--- src/rtl/char_render_scheduler.sv ---
// Scans the text buffer row-major and hands each cell needing redraw (dirty, forced or cursor)
// to the glyph renderer together with its bitmap and framebuffer word address.
module char_render_scheduler #(
  parameter int COLUMNS  = 80,
  parameter int ROWS     = 30,
  parameter int CHAR_W   = 8,
  parameter int CHAR_H   = 16,
  parameter int ADDR_W   = 20,
  parameter int TEXT_LAT = 1,
  parameter int FONT_LAT = 2
) (
  input  logic                       clk,
  input  logic                       rst,
  input  logic                       start,
  input  logic                       force_all,
  input  logic [ADDR_W-1:0]          frame_base,
  input  logic                       cursor_en,
  input  logic [4:0]                 cursor_row,
  input  logic [6:0]                 cursor_col,
  output logic [11:0]                text_addr,
  input  logic [31:0]                text_data,
  output logic                       dirty_clr,
  output logic [7:0]                 font_addr,
  input  logic [CHAR_W*CHAR_H-1:0]   font_data,
  output logic [CHAR_W*CHAR_H-1:0]   grid_shape,
  output logic [8:0]                 grid_fg,
  output logic [8:0]                 grid_bg,
  output logic [3:0]                 grid_effect,
  output logic                       grid_cursor,
  output logic [ADDR_W-1:0]          base_addr,
  output logic                       font_ready,
  input  logic                       render_done,
  output logic                       busy,
  output logic                       frame_done,
  output logic [3:0]                 dbgState
);

  localparam logic [3:0] IDLE      = 4'd0;
  localparam logic [3:0] TEXT_RD   = 4'd1;
  localparam logic [3:0] CHECK     = 4'd2;
  localparam logic [3:0] FONT_RD   = 4'd3;
  localparam logic [3:0] DISPATCH  = 4'd4;
  localparam logic [3:0] WAIT_ACK  = 4'd5;
  localparam logic [3:0] WAIT_DONE = 4'd6;
  localparam logic [3:0] CLEAR     = 4'd7;
  localparam logic [3:0] NEXT      = 4'd8;
  localparam logic [3:0] FIN       = 4'd9;

  localparam logic [ADDR_W-1:0] COL_STEP = ADDR_W'(CHAR_W / 2);
  localparam logic [ADDR_W-1:0] ROW_STEP = ADDR_W'(CHAR_H * COLUMNS * CHAR_W / 2);

  logic [3:0]               state;
  logic [3:0]               latCnt;
  logic [4:0]               row;
  logic [6:0]               col;
  logic [11:0]              textBase;
  logic [ADDR_W-1:0]        rowBase;
  logic [ADDR_W-1:0]        colOff;
  logic [ADDR_W-1:0]        frameBase;
  logic                     forceLat;
  logic [30:0]              cellData;
  logic [CHAR_W*CHAR_H-1:0] glyph;
  logic                     cursorHit;
  logic                     cursorHere;
  logic                     lastCol;
  logic                     lastCell;

  assign cursorHere = cursor_en && (row == cursor_row) && (col == cursor_col);
  assign lastCol    = (col == 7'(COLUMNS - 1));
  assign lastCell   = lastCol && (row == 5'(ROWS - 1));

  assign text_addr  = textBase + 12'(col);
  assign font_addr  = cellData[7:0];
  assign dirty_clr  = (state == CLEAR);
  assign frame_done = (state == FIN);
  assign busy       = (state != IDLE) && (state != FIN);
  assign dbgState   = state;

  // Handshake: font_ready is a one-cycle valid pulse raised only after render_done was seen high
  // (renderer idle); render_done falling is the acceptance, and its return high marks completion.
  always_ff @(posedge clk or posedge rst) begin
    if (rst) begin
      state       <= IDLE;
      latCnt      <= '0;
      row         <= '0;
      col         <= '0;
      textBase    <= '0;
      rowBase     <= '0;
      colOff      <= '0;
      frameBase   <= '0;
      forceLat    <= 1'b0;
      cellData    <= '0;
      glyph       <= '0;
      cursorHit   <= 1'b0;
      grid_shape  <= '0;
      grid_fg     <= '0;
      grid_bg     <= '0;
      grid_effect <= '0;
      grid_cursor <= 1'b0;
      base_addr   <= '0;
      font_ready  <= 1'b0;
    end else begin
      font_ready <= 1'b0;
      case (state)
        IDLE: begin
          if (start) begin
            forceLat  <= force_all;
            frameBase <= frame_base;
            row       <= '0;
            col       <= '0;
            textBase  <= '0;
            rowBase   <= '0;
            colOff    <= '0;
            latCnt    <= '0;
            state     <= TEXT_RD;
          end
        end
        TEXT_RD: begin
          if (latCnt == 4'(TEXT_LAT)) begin
            cellData <= text_data[30:0];
            latCnt   <= '0;
            state    <= CHECK;
          end else begin
            latCnt <= latCnt + 4'd1;
          end
        end
        CHECK: begin
          cursorHit <= cursorHere;
          state     <= (cellData[30] || forceLat || cursorHere) ? FONT_RD : NEXT;
        end
        FONT_RD: begin
          if (latCnt == 4'(FONT_LAT)) begin
            glyph  <= font_data;
            latCnt <= '0;
            state  <= DISPATCH;
          end else begin
            latCnt <= latCnt + 4'd1;
          end
        end
        DISPATCH: begin
          if (render_done) begin
            grid_shape  <= glyph;
            grid_fg     <= cellData[16:8];
            grid_bg     <= cellData[25:17];
            grid_effect <= cellData[29:26];
            grid_cursor <= cursorHit;
            base_addr   <= frameBase + rowBase + colOff;
            font_ready  <= 1'b1;
            state       <= WAIT_ACK;
          end
        end
        WAIT_ACK:  if (!render_done) state <= WAIT_DONE;
        WAIT_DONE: if (render_done) state <= CLEAR;
        CLEAR:     state <= NEXT;
        NEXT: begin
          latCnt <= '0;
          if (lastCell) begin
            row      <= '0;
            col      <= '0;
            textBase <= '0;
            rowBase  <= '0;
            colOff   <= '0;
            state    <= FIN;
          end else begin
            if (!lastCol) begin
              col    <= col + 7'd1;
              colOff <= colOff + COL_STEP;
            end else begin
              col      <= '0;
              colOff   <= '0;
              row      <= row + 5'd1;
              rowBase  <= rowBase + ROW_STEP;
              textBase <= textBase + 12'(COLUMNS);
            end
            state <= TEXT_RD;
          end
        end
        FIN:     state <= IDLE;
        default: state <= IDLE;
      endcase
    end
  end

endmodule

--- config.mk ---
export PLATFORM = sky130hd
export DESIGN_NAME = char_render_scheduler
export DESIGN_NICKNAME = d
export VERILOG_FILES = /design/src/rtl/char_render_scheduler.sv
export SDC_FILE = /design/constraint.sdc
export NUM_CORES = 1
export LEC_CHECK = 0
export CORE_MARGIN = 2
export CORE_UTILIZATION = 25
export CTS_BUF_LIST = sky130_fd_sc_hd__clkbuf_8
export CTS_CLUSTER_SIZE = 40
export DETAILED_ROUTE_END_ITERATION = 6
export GPL_TIMING_DRIVEN = 1
export HOLD_SLACK_MARGIN = 0.03
export SYNTH_ARGS = -nofsm -noshare
export SYNTH_HDL_FRONTEND = slang
export SYNTH_SLANG_ARGS = --single-unit
--- constraint.sdc ---
create_clock -name clk -period 15.3 [get_ports clk]
set_input_delay 3.06 -clock clk [delete_from_list [all_inputs] [get_ports clk]]
set_output_delay 3.06 -clock clk [all_outputs]
set_load 0.1 [all_outputs]
# After elaboration in Yosys (flattened, before gate mapping)
# Index checks and enable logic that the tools add are counted.
dict set report totals {
  ff_bits 425
  latch_bits 0
  mem_bits_rw 0
  rom_bits 0
  inputBits 198
  out_inout_bits 199
  word_cells 103
  memories 0
}
dict set report classes {
  n_addsub 9
  n_mul 0
  div_mod_pow 0
  magnitude_cmp 0
  eq_ne 23
  shifts 0
  muxes 34
  n_bitwise 0
  reduce_logical 18
}
# operator n
set op_table {}
lappend op_table {{$mux W20} 5}
lappend op_table {{$pmux W20 S2} 2}
lappend op_table {{$mux W4} 11}
lappend op_table {{$add A20 B20 Y20} 2}
lappend op_table {{$mux W12} 3}
lappend op_table {{$pmux W4 S9} 1}
lappend op_table {{$pmux W12 S2} 1}
lappend op_table {{$mux W7} 3}
lappend op_table {{$add A20 B13 Y20 const B} 1}
lappend op_table {{$add A20 B3 Y20 const B} 1}
lappend op_table {{$eq A4 B3 Y1 const B} 4}
lappend op_table {{$pmux W4 S4} 1}
lappend op_table {{$mux W5} 3}
lappend op_table {{$pmux W7 S2} 1}
lappend op_table {{$add A12 B7 Y12} 1}
lappend op_table {{$add A12 B7 Y12 const B} 1}
lappend op_table {{$eq A4 B2 Y1 const B} 3}
lappend op_table {{$ne A2 B2 Y1 const B} 6}
lappend op_table {{$reduce_and A2 Y1} 6}
lappend op_table {{$pmux W5 S2} 1}
lappend op_table {{$eq A4 B1 Y1 const B} 2}
lappend op_table {{$eq A4 B4 Y1 const B} 2}
lappend op_table {{$reduce_bool A4 Y1} 2}
lappend op_table {{$add A7 B1 Y7 const B} 1}
lappend op_table {{other kinds (15)} 20}

# Logic depth before layout (Yosys ltp)
# Gate-level depths: netlist of the first run.
dict set report depth {
  depth_word 6
  mapped_depth 8
  depth_no_buf 7
}

# Least setup slack after synthesis of the first run
# Ideal clock, no wire load.
dict set report synth_timing {
  kind {register -> output}
  start {register state[1] (netlist: dbgState[1])}
  end {output frame_done}
  t_arrival_ns 3.541
  required_ns 12.240
  path_slack_ns 8.699
  stages_incl_launch_ff 4
  n_path_buf 1
  path_cell_list {dfrtp_1 clkbuf_1 nand2b_1 nor3b_1}
}
dict set report synth_between {
  elab_chain_len 1
}
# element line
set synth_lines {}
lappend synth_lines {{start: declaration} 52} ;# logic [3:0] state;
lappend synth_lines {{start signal: assignment} 129} ;# state <= (cellData[30] || forceLat || cursorHere) ? FONT_RD : NEXT;
lappend synth_lines {{$eq A4 B4 Y1} 75} ;# assign frame_done = (state == FIN);
lappend synth_lines {{end: declaration} 34} ;# output logic frame_done,
# Every way passes these cells.

# Final worst setup path of the first run
dict set report layout_timing {
  start {register col[5]}
  end {output text_addr[11]}
}
dict set report layout_between {
  elab_chain_len 1
}
# element line
set layout_lines {}
lappend layout_lines {{start: declaration} 55} ;# logic [6:0] col;
lappend layout_lines {{start signal: assignment} 166} ;# col <= col + 7'd1;
lappend layout_lines {{$add A12 B7 Y12} 72} ;# assign text_addr = textBase + 12'(col);
lappend layout_lines {{end: declaration} 20} ;# output logic [11:0] text_addr,
# Every way passes these cells.

==> summary.txt, run 1 <==
Final layout
  – Nets: 2,327
  – Share of layout cells above drive strength 1: 0.143
  – Commonest non-fill, non-tap cell in the layout: nand2_1
  – Most frequent cells in the layout: nand2_1, dfrtp_1, clkdlybuf4s50_1
  – Non-Filler Instances: 3,087
  – Area delta synth->final: 36.4%

Placement
  – Placed insts: 2,945
  – IO buf count: 395
  – Dpl hpwl: 35,700 µm
  – Gpl congestion: 0.810

Global routing
  – Vias in the first global route: 14,200
  – Initial antenna violation count: 7
  – Gr ovfl total: 0
  – All-Layer GR Usage: 0.142
  – Largest net degree at the start of global routing: 129
  – Global-route wire length before repair: 81,700 µm

Floorplan
  – Initial Utilization: 0.253
  – Die H: 271 µm
  – Die X: 271 µm
  – # rows: 97
  – I/O pins: 397
  – Die area: 0.0732 mm²
  – CORE AREA: 0.0701 mm²

Drt
  – Routed vias/inst: 4.41
  – Routed WL: 52,300 µm
  – Via count: 13,600
  – # DRC: 0
  – Initial drt markers: 801
  – Average wire per standard cell: 17.0 µm
  – First-pass DRT Iterations: 5
  – Final ANT Viol Nets: 0

Logic synthesis
  – FF+latch count, synth: 409
  – Sequential share of the synthesized area: 0.576
  – Netlist Area Pre-Place: 0.0178 mm²
  – Post-synth ARST share: 1.00
  – Mean Syn Cell Area: 10.5 µm²
  – Post-synth EDFFs: 0
  – Synth Instances: 1,687
  – Synth Flop Type: dfrtp_1
  – Synthesis warning total: 0
  – Yosys cell types: 61

Critical path
  – CP Launch Type: register
  – WP data arrival: 3.58 ns
  – CP endpoint kind: primary output
  – Data required, critical path: 12.24 ns
  – Worst Setup Path Type: reg2out
  – Worst reg2reg path depth: 6
  – Crit-path max FO: 7

Clocking
  – Clock Path Buffers: 3
  – Clk_lat worst skew: 0.65 ns
  – CTS clock-pin slew for the worst setup and hold paths: 0.06 ns
  – Num CTS Buffers: 77
  – Clock root cell: clkbuf_8
  – H-tree depth: 3
  – Sink Count: 409
  – Post-CTS resize count: 0
  – Post-CTS setup buffers: 0
  – Hold_buf cts: 0
  – CTS tree: yes

Timing
  – Hold WS: 0.456 ns
  – Skew final: 0.0259 ns
  – Rel. slew slack: 0.250
  – Final setup fails: 0
  – Final period utilization: 0.434
  – RSZ-0062 raised after global routing: no
  – Slew Limit Fails: 0
  – Final TNS setup: 0 ns
  – Worst slew pin tran: 1.12 ns
  – Fmax: 151 MHz
  – Tmin final: 6.64 ns
  – Fin. Hold Viols: 0

Pwr
  – Power Total: 6.03 mW
  – Power per cell area: 249 mW/mm²
  – VDD IR-drop max: 0.000190 V
  – Leak Pwr: 11.0 nW

Outcome
  – Status: finished clean

Min path
  – Hold-critical path depth: 2
  – Worst min path class: reg2reg

Flow run
  – Maxcap violations: 0
==> worst max-delay path, stage by stage (launching register included) <==
cell	delay [ns]
dfrtp_1	0.46
ha_1	0.35
a21o_1	0.21
a21oi_1	0.29
nor2_1	0.15
nand3_1	0.12
xnor2_1	0.16
clkdlybuf4s50_1	1.19
==> cell type report <==
| class | instances | area, µm² |
|---|---|---|
| flip-flops and latches | 409 | 10200 |
| inverters | 11 | 53.8 |
| diodes | 7 | 17.5 |
| well taps | 940 | 1180 |
| multi-input cells | 1174 | 7110 |
| fillers | 7115 | 45900 |
| clock buffers | 100 | 1380 |
| repair buffers | 411 | 4060 |
| clock inverters | 35 | 210 |
==> state kept, by name (all words and copies together), names as in the netlist <==
| name | flops |
|---|---|
| glyph | 128 |
| grid_shape | 128 |
| cellData | 31 |
| base_addr | 20 |
| frameBase | 20 |
| colOff | 18 |
| rowBase | 10 |
| grid_bg | 9 |
| grid_fg | 9 |
| textBase | 8 |
| col | 7 |
| row | 5 |
| dbgState | 4 |
| grid_effect | 4 |
| latCnt | 4 |
| cursorHit | 1 |
| font_ready | 1 |
| forceLat | 1 |
| grid_cursor | 1 |
==> path summary, 6_finish.rpt <==
| kind | startpoint | endpoint | slack [ns] |
|---|---|---|---|
| setup reg to reg | dbgState[3] | glyph[113] | 11.82 |
| min in group asynchronous | rst | glyph[55] | 3.01 |
| setup / recovery | col[5] | text_addr[11] | 8.66 |
| max in group asynchronous | rst | cellData[20] | 9.82 |
| hold / removal | glyph[69] | grid_shape[69] | 0.46 |
| hold reg to reg | glyph[69] | grid_shape[69] | 0.46 |
==> routing by layer <==
| metal | vias to the layer above | GRT usage | routed length, µm |
|---|---|---|---|
| li1 | 6434 | - | - |
| met1 | 6670 | 0.170 | 21500 |
| met2 | 403 | 0.230 | 25300 |
| met3 | 94 | 0.0448 | 3780 |
| met4 | 0 | 0.0663 | 1800 |
| met5 | - | 0 | 0 |
==> logic make-up after synthesis <==
logic type,share of synthesized area
AND/OR/NAND/NOR,0.171
flip-flops,0.576
adder cells (fa/ha/maj),0.0359
buffers and inverters,0.0251
multiplexers,0.103
XOR/XNOR,0.0227
other,0.000211
AO/OA/AOI/OAI,0.0658
==> synthesized netlist by cell type (all sizes together), types with 2 or more instances <==
cell / count / area share
a31oi: 9 / 0.0032
nand2: 585 / 0.12
o31ai: 6 / 0.0025
o21a: 7 / 0.0030
a221oi: 3 / 0.0015
nand4b: 3 / 0.0015
a21oi: 36 / 0.010
nand3: 27 / 0.0076
a21o: 12 / 0.0051
or4: 3 / 0.0013
o211ai: 7 / 0.0030
clkbuf: 77 / 0.016
nor2b: 3 / 0.0011
nor4: 3 / 0.0011
ha: 35 / 0.025
nor3b: 3 / 0.0013
or3: 5 / 0.0020
a2111oi: 4 / 0.0044
or2: 2 / 0.00070
a211oi: 8 / 0.0034
xor2: 13 / 0.0064
dfrtp: 409 / 0.58
nand4: 18 / 0.0063
nand2b: 8 / 0.0028
nor2: 44 / 0.0093
a211o: 3 / 0.0015
o22ai: 2 / 0.00070
o2111ai: 5 / 0.0025
and3: 6 / 0.0021
and4: 3 / 0.0015
mux2: 162 / 0.10
nor3: 10 / 0.0028
and2: 8 / 0.0028
buf: 18 / 0.0065
nor4b: 2 / 0.00099
a221o: 2 / 0.0011
a22o: 7 / 0.0034
o21ai: 61 / 0.017
inv: 11 / 0.0023
xnor2: 33 / 0.016
fa: 10 / 0.011
==> where the power goes <==
group,internal (mW),switching [mW],total (mW)
Clock,0.618,0.477,1.09
Combinational,0.804,2.30,3.10
Sequential,1.55,0.282,1.83
Total,2.97,3.05,6.03
==> through the flow <==
step / util / cell area, µm² / setup WS, ns
after global placement: 0.323 / 22600 / 9.06
after global routing: 0.346 / 24200 / 8.41
final: 0.346 / 24200 / 8.66
after detailed placement: 0.323 / 22600 / 8.93
after CTS: 0.345 / 24200 / 8.50
after floorplan: - / 17800 / 0.860
Note: power is estimated with default switching activity, not from simulation.
==> run 2: changes to the inputs <==
- clock period: 15.3 -> 6.7 ns (I/O delays scaled with it)
==> run 2 against run 1 <==
  * Combinational power up 130%
  * Design area is 0.24% lower
  * First-iteration DRC count fell by 21%
  * Total power increased by 130%
  * Worst setup slack got worse by 6.9 ns
  * Clock power rose by 120%
  * Non-clock buffer count stayed put
  * Global-route usage is 0.17 points lower
  * Die area stayed put
  * Critical endpoint unchanged
  * Routed wire length is 1.5% lower
  * Clock-buffer cell count down 9
  * Hold slack lost 0.0040 ns
==> summary.txt, run 2 (synthesis results as in run 1) <==
Outcome
  – Status: finished clean

Clocking
  – Clock Path Buffers: 3 (unchanged)
  – Num CTS Buffers: 77 (unchanged)
  – Sink Count: 409 (unchanged)
  – Post-CTS resize count: 0 (unchanged)
  – Post-CTS setup buffers: 0 (unchanged)
  – CTS tree: yes
  – CTS clock-pin slew for the worst setup and hold paths: 0.05 ns (about the same)
  – Clock root cell: clkbuf_8
  – Clk_lat worst skew: 0.65 ns (about the same)
  – H-tree depth: 3 (unchanged)
  – Hold_buf cts: 0 (unchanged)

Drt
  – Average wire per standard cell: 16.8 µm (-1.1%)
  – First-pass DRT Iterations: 5 (unchanged)
  – Final ANT Viol Nets: 0 (unchanged)
  – Via count: 13,600 (+0.17%)
  – Routed WL: 51,600 µm (-1.5%)
  – # DRC: 0 (unchanged)
  – Initial drt markers: 635 (-21%)
  – Routed vias/inst: 4.43 (+0.49%)

Timing
  – Tmin final: 4.91 ns
  – Final setup fails: 0 (unchanged)
  – Setup slack after layout: 1.79 ns (-6.87 ns)
  – Slew Limit Fails: 0 (unchanged)
  – Fin. Hold Viols: 0 (unchanged)
  – Final TNS setup: 0 ns (unchanged)
  – Rel. slew slack: 0.199 (-0.0517)
  – Worst slew pin tran: 1.20 ns (+0.0773 ns)
  – Fmax: 204 MHz
  – Skew final: 0.0179 ns (-0.00799 ns)
  – RSZ-0062 raised after global routing: no
  – Final period utilization: 0.733

Pwr
  – Comb pwr share: 0.517 (+0.002)
  – Net switching power: 6.94 mW (+130%)
  – Power per cell area: 565 mW/mm² (+130%)
  – VDD IR-drop max: 0.000445 V (+130%)
  – Leak Pwr: 11.0 nW (-0.45%)
  – Net switching share of the total power: 0.508 (+0.00105)
  – Cell internal pwr: 6.72 mW (+130%)
  – Register share of total power: 0.307 (+0.003)
  – Clock network power share: 0.176 (-0.006)

Floorplan
  – I/O pins: 397 (unchanged)
  – Die X: 271 µm (unchanged)
  – Die area: 0.0732 mm² (unchanged)
  – # rows: 97 (unchanged)
  – CORE AREA: 0.0701 mm² (unchanged)
  – Initial Utilization: 0.253 (unchanged)
  – Die H: 271 µm (unchanged)

Min path
  – Worst min path class: reg2reg

Final layout
  – Cell area after layout: 0.0242 mm² (-0.24%)
  – Area delta synth->final: 36.1%
  – Share of layout cells above drive strength 1: 0.139 (-0.00362)
  – Util after Layout: 0.345 (-0.000820)
  – Nets: 2,327 (unchanged)
  – Largest regs: glyph (128), grid_shape (128), cellData (31)
  – Most frequent cells in the layout: nand2_1, dfrtp_1, clkdlybuf4s50_1
  – Commonest non-fill, non-tap cell in the layout: nand2_1

Critical path
  – Crit-path max FO: 7 (unchanged)
  – CP Launch Type: register
  – Worst Setup Path Type: reg2out
  – CP endpoint kind: primary output
  – Data required, critical path: 5.36 ns (-6.88 ns)
  – WP data arrival: 3.57 ns (about the same)

Placement
  – Area after DPL: 0.0227 mm² (+0.16%)
  – IO buf count: 395 (unchanged)
  – Gpl congestion: 0.821 (+1.3%)
  – Setup Slack @ Placement: 2.41 ns (-6.52 ns)
  – Dpl hpwl: 35,400 µm (-0.90%)

Global routing
  – Initial antenna violation count: 6 (-1)
  – Largest net degree at the start of global routing: 145 (+12%)
  – Gr ovfl total: 0 (unchanged)
  – Global-route wire length before repair: 81,200 µm (-0.70%)
  – Vias in the first global route: 14,200 (+0.23%)
  – All-Layer GR Usage: 0.140 (-0.00168)

Flow run
  – Maxcap violations: 0 (unchanged)
==> run 2: cell count changes in the layout (fill, tap and decap cells not counted), sizes merged <==
| cell | change |
|---|---|
| clkinvlp | +2 |
| buf | -1 |
| bufinv | +1 |
| clkbuf | -9 |
| clkdlybuf4s50 | +1 |
| inv | -2 |
| diode | -1 |
| clkinv | -1 |
==> run 2: path summary, 6_finish.rpt <==
path | end | slack [ns] | start | depth (start not counted)
max reg2reg | base_addr[17] | 3.71 | colOff[4] | 7
max | text_addr[11] | 1.79 | col[5] | 7
min in group asynchronous | grid_bg[2] | 1.04 | rst | 2
min reg2reg | grid_shape[24] | 0.45 | glyph[24] | 2
max in group asynchronous | textBase[9] | 4.22 | rst | 4
min | grid_shape[24] | 0.45 | glyph[24] | 2
==> run 2: metrics by stage <==
stage          total power [mW]  hold slack (ns)  cells
2_1_floorplan              9.48            0.433   1689
3_3_place_gp               11.2            0.440   2945
3_5_place_dp               11.3            0.444   2945
4_1_cts                    13.8            0.457   3071
5_1_grt                    14.4            0.470   3077
6_report                   13.7            0.452   3077
==> run 2: final cells by class <==
cell class                 count  area, µm²
antenna                        6       15.0
sequential                   409      10200
fill                        7120      46000
clock buffer                  91       1250
multi-input combinational   1174       7110
tap                          940       1180
clock inverter                35        243
timing repair buffer         411       4100
inverter                      11       50.0
==> run 2: power by group through the flow <==
| stage | registers [mW] | clock network [mW] | logic [mW] |
|---|---|---|---|
| finish | 4.19 | 2.40 | 7.06 |
| floorplan | 7.49 | 0 | 2.00 |
| global placement | 4.16 | 0 | 7.05 |
| detailed placement | 4.22 | 0 | 7.11 |
| global route | 4.34 | 2.63 | 7.41 |
| CTS | 4.20 | 2.51 | 7.13 |
==> run 2: critical path, stage by stage, from the launching register on <==
cell and delay (ns):
dfrtp_1 0.46, ha_1 0.36, a21o_1 0.21, a21oi_1 0.27, nor2_1 0.16, nand3_1 0.12, xnor2_1 0.16, clkdlybuf4s50_1 1.19
==> run 2: metal layers <==
| metal | GRT usage | vias up | share of wire |
|---|---|---|---|
| met5 | 0 | - | 0 |
| met4 | 0.0663 | 0 | 0.033 |
| met3 | 0.0450 | 88 | 0.074 |
| met2 | 0.230 | 398 | 0.49 |
| met1 | 0.165 | 6699 | 0.40 |
| li1 | - | 6439 | - |
==> run 3: changes to the inputs <==
- clock period: 6.7 -> 5.12 ns (I/O delays scaled with it)
==> run 3 against run 2 <==
  * Global-route usage rose by 0.092 points
  * Critical path depth decreased by 1
  * Clock-buffer cell count increased by 1
  * Sequential power up 31%
  * Flip-flop and latch count is the same
  * Final cell count up 0.42%
  * Worst setup slack got worse by 1.0 ns
  * Via count increased by 0.15%
  * Clock power rose by 37%
  * Clock skew increased by 0.015 ns
  * Critical path type unchanged
==> summary.txt, run 3 (synthesis results as in run 1) <==
Critical path
  – WP data arrival: 3.32 ns (-0.25 ns)
  – Data required, critical path: 4.10 ns (-1.26 ns)
  – Worst Setup Path Type: reg2out
  – RR Endpoint: base_addr[9]
  – Worst reg2reg path depth: 7 (unchanged)
  – Worst R2R Setup Slack: 2.07 ns (-1.64 ns)
  – CP endpoint kind: primary output
  – CP Launch Type: register
  – Critical R2R Launch: colOff[4]
  – Crit-path max FO: 7 (unchanged)

Clocking
  – Num CTS Buffers: 75 (-2.6%)
  – CTS clock-pin slew for the worst setup and hold paths: 0.06 ns (about the same)
  – H-tree depth: 3 (unchanged)
  – Clk_lat worst skew: 0.65 ns (about the same)
  – Post-CTS resize count: 0 (unchanged)
  – Post-CTS setup buffers: 0 (unchanged)
  – Hold_buf cts: 0 (unchanged)
  – CTS tree: yes
  – Sink Count: 409 (unchanged)
  – Clock root cell: clkbuf_8
  – Clock Path Buffers: 3 (unchanged)

Timing
  – Rel. slew slack: 0.210 (+0.0118)
  – Skew final: 0.0327 ns (+0.0148 ns)
  – Tmin final: 4.35 ns
  – Worst slew pin tran: 1.18 ns (-0.0177 ns)
  – Slew Limit Fails: 0 (unchanged)
  – Fin. Hold Viols: 0 (unchanged)
  – Final period utilization: 0.849
  – Setup slack after layout: 0.773 ns (-1.02 ns)
  – RSZ-0062 raised after global routing: no
  – Final setup fails: 0 (unchanged)
  – Fmax: 230 MHz

Min path
  – WHS Endpoint: grid_shape[107]
  – Worst hold start: glyph[107]
  – Worst min path class: reg2reg
  – Hold-critical path depth: 2 (unchanged)

Flow run
  – Maxcap violations: 0 (unchanged)

Pwr
  – Net switching power: 9.17 mW (+32%)
  – Net switching share of the total power: 0.508 (about the same)
  – Register share of total power: 0.304 (-0.003)
  – Leak Pwr: 11.1 nW (+0.66%)
  – Cell internal pwr: 8.89 mW (+32%)
  – Comb pwr share: 0.513 (-0.004)
  – VDD IR-drop max: 0.000509 V (+14%)
  – Power per cell area: 742 mW/mm² (+31%)
  – Clock network power share: 0.182 (+0.006)

Placement
  – Dpl hpwl: 36,400 µm (+2.8%)
  – Gpl congestion: 0.820 (about the same)
  – IO buf count: 395 (unchanged)
  – Setup Slack @ Placement: 1.23 ns (-1.18 ns)

Drt
  – Final ANT Viol Nets: 0 (unchanged)
  – Initial drt markers: 798 (+26%)
  – First-pass DRT Iterations: 7 (+2)
  – Routed vias/inst: 4.42 (-0.27%)
  – Routed WL: 52,100 µm (+0.97%)
  – Average wire per standard cell: 16.9 µm (+0.55%)
  – Via count: 13,600 (+0.15%)
  – # DRC: 0 (unchanged)

Final layout
  – Commonest non-fill, non-tap cell in the layout: nand2_1
  – Fill cell count: 7,089 (-0.44%)
  – Share of layout cells above drive strength 1: 0.146 (+0.00682)
  – Area delta synth->final: 37.0%
  – Nets: 2,330 (+0.13%)
  – Multi-input gate area: 0.00711 mm² (unchanged)
  – Util after Layout: 0.347 (+0.00241)
  – Register Area: 0.0102 mm² (unchanged)
  – Largest regs: glyph (128), grid_shape (128), cellData (31)
  – Most frequent cells in the layout: nand2_1, dfrtp_1, clkdlybuf4s50_1

Global routing
  – All-Layer GR Usage: 0.141 (+0.000917)
  – Vias in the first global route: 14,200 (-0.063%)
  – Initial antenna violation count: 10 (+4)
  – Global-route wire length before repair: 81,600 µm (+0.52%)
  – Largest net degree at the start of global routing: 131 (-9.7%)
  – Gr ovfl total: 0 (unchanged)

Floorplan
  – CORE AREA: 0.0701 mm² (unchanged)
  – I/O pins: 397 (unchanged)
  – Die H: 271 µm (unchanged)
  – Initial Utilization: 0.253 (unchanged)
  – Die area: 0.0732 mm² (unchanged)
  – # rows: 97 (unchanged)
  – Die X: 271 µm (unchanged)

Outcome
  – Status: finished clean
## run 3: cell count changes in the layout (fill, tap and decap cells not counted)
| cell | change |
|---|---|
| clkinv_2 | +7 |
| inv_1 | -6 |
| buf_12 | +3 |
| diode_2 | +3 |
| buf_4 | +2 |
| inv_8 | +2 |
| bufinv_16 | +1 |
| clkbuf_8 | +1 |
| clkinv_8 | +1 |
| inv_6 | -1 |
## run 3: cell type report
class / count / area share
diodes: 9 / 0.000925
clock buffers: 92 / 0.0520
clock inverters: 39 / 0.0129
inverters: 11 / 0.00206
multi-input cells: 1174 / 0.292
flip-flops and latches: 409 / 0.420
well taps: 940 / 0.0483
repair buffers: 416 / 0.172
## run 3: worst max path at each step
stage / to / startpoint / cells after the start / slack (ns)
3_5_place_dp: grid_shape[42] / render_done / 8 / 1.23
5_1_grt: text_addr[8] / col[5] / 6 / 0.61
4_1_cts: text_addr[8] / col[5] / 6 / 0.66
3_3_place_gp: grid_shape[20] / render_done / 8 / 1.29
6_report: text_addr[8] / col[5] / 6 / 0.77
2_1_floorplan: base_addr[0] / rst / 1 / -1.42
## run 3: per-layer routing
metal | global-route usage | wire (µm) | part of all wire | vias to the layer above
met5 | 0 | 12 | 0.00023 | -
met4 | 0.0654 | 1840 | 0.035 | 2
met3 | 0.0488 | 4170 | 0.080 | 106
met2 | 0.233 | 25300 | 0.49 | 444
met1 | 0.164 | 20800 | 0.40 | 6650
li1 | - | - | - | 6443
## run 3: through the flow
| stage | cell area, µm² | power, mW | cells | TNS [ns] | hold WS (ns) |
|---|---|---|---|---|---|
| 2_1_floorplan | 17800 | 12.4 | 1689 | -579.00 | 0.433 |
| 3_3_place_gp | 22700 | 14.7 | 2950 | 0 | 0.440 |
| 3_5_place_dp | 22700 | 14.9 | 2950 | 0 | 0.448 |
| 4_1_cts | 24300 | 18.3 | 3081 | 0 | 0.439 |
| 5_1_grt | 24400 | 19.0 | 3090 | 0 | 0.467 |
| 6_report | 24400 | 18.1 | 3090 | 0 | 0.440 |
## run 3: power by group through the flow
stage | sequential, mW | combinational, mW | clock (mW)
after floorplan | 9.80 | 2.61 | 0
after detailed placement | 5.54 | 9.35 | 0
final | 5.50 | 9.27 | 3.29
after global placement | 5.47 | 9.24 | 0
after global routing | 5.69 | 9.74 | 3.57
after CTS | 5.51 | 9.37 | 3.42
## run 3: worst max-delay path: stages, from the launching register on
cell	delay (ns)
dfrtp_1	0.46
ha_1	0.35
a21o_1	0.20
a21oi_1	0.26
nand2b_1	0.16
xnor2_1	0.11
clkdlybuf4s50_1	1.15
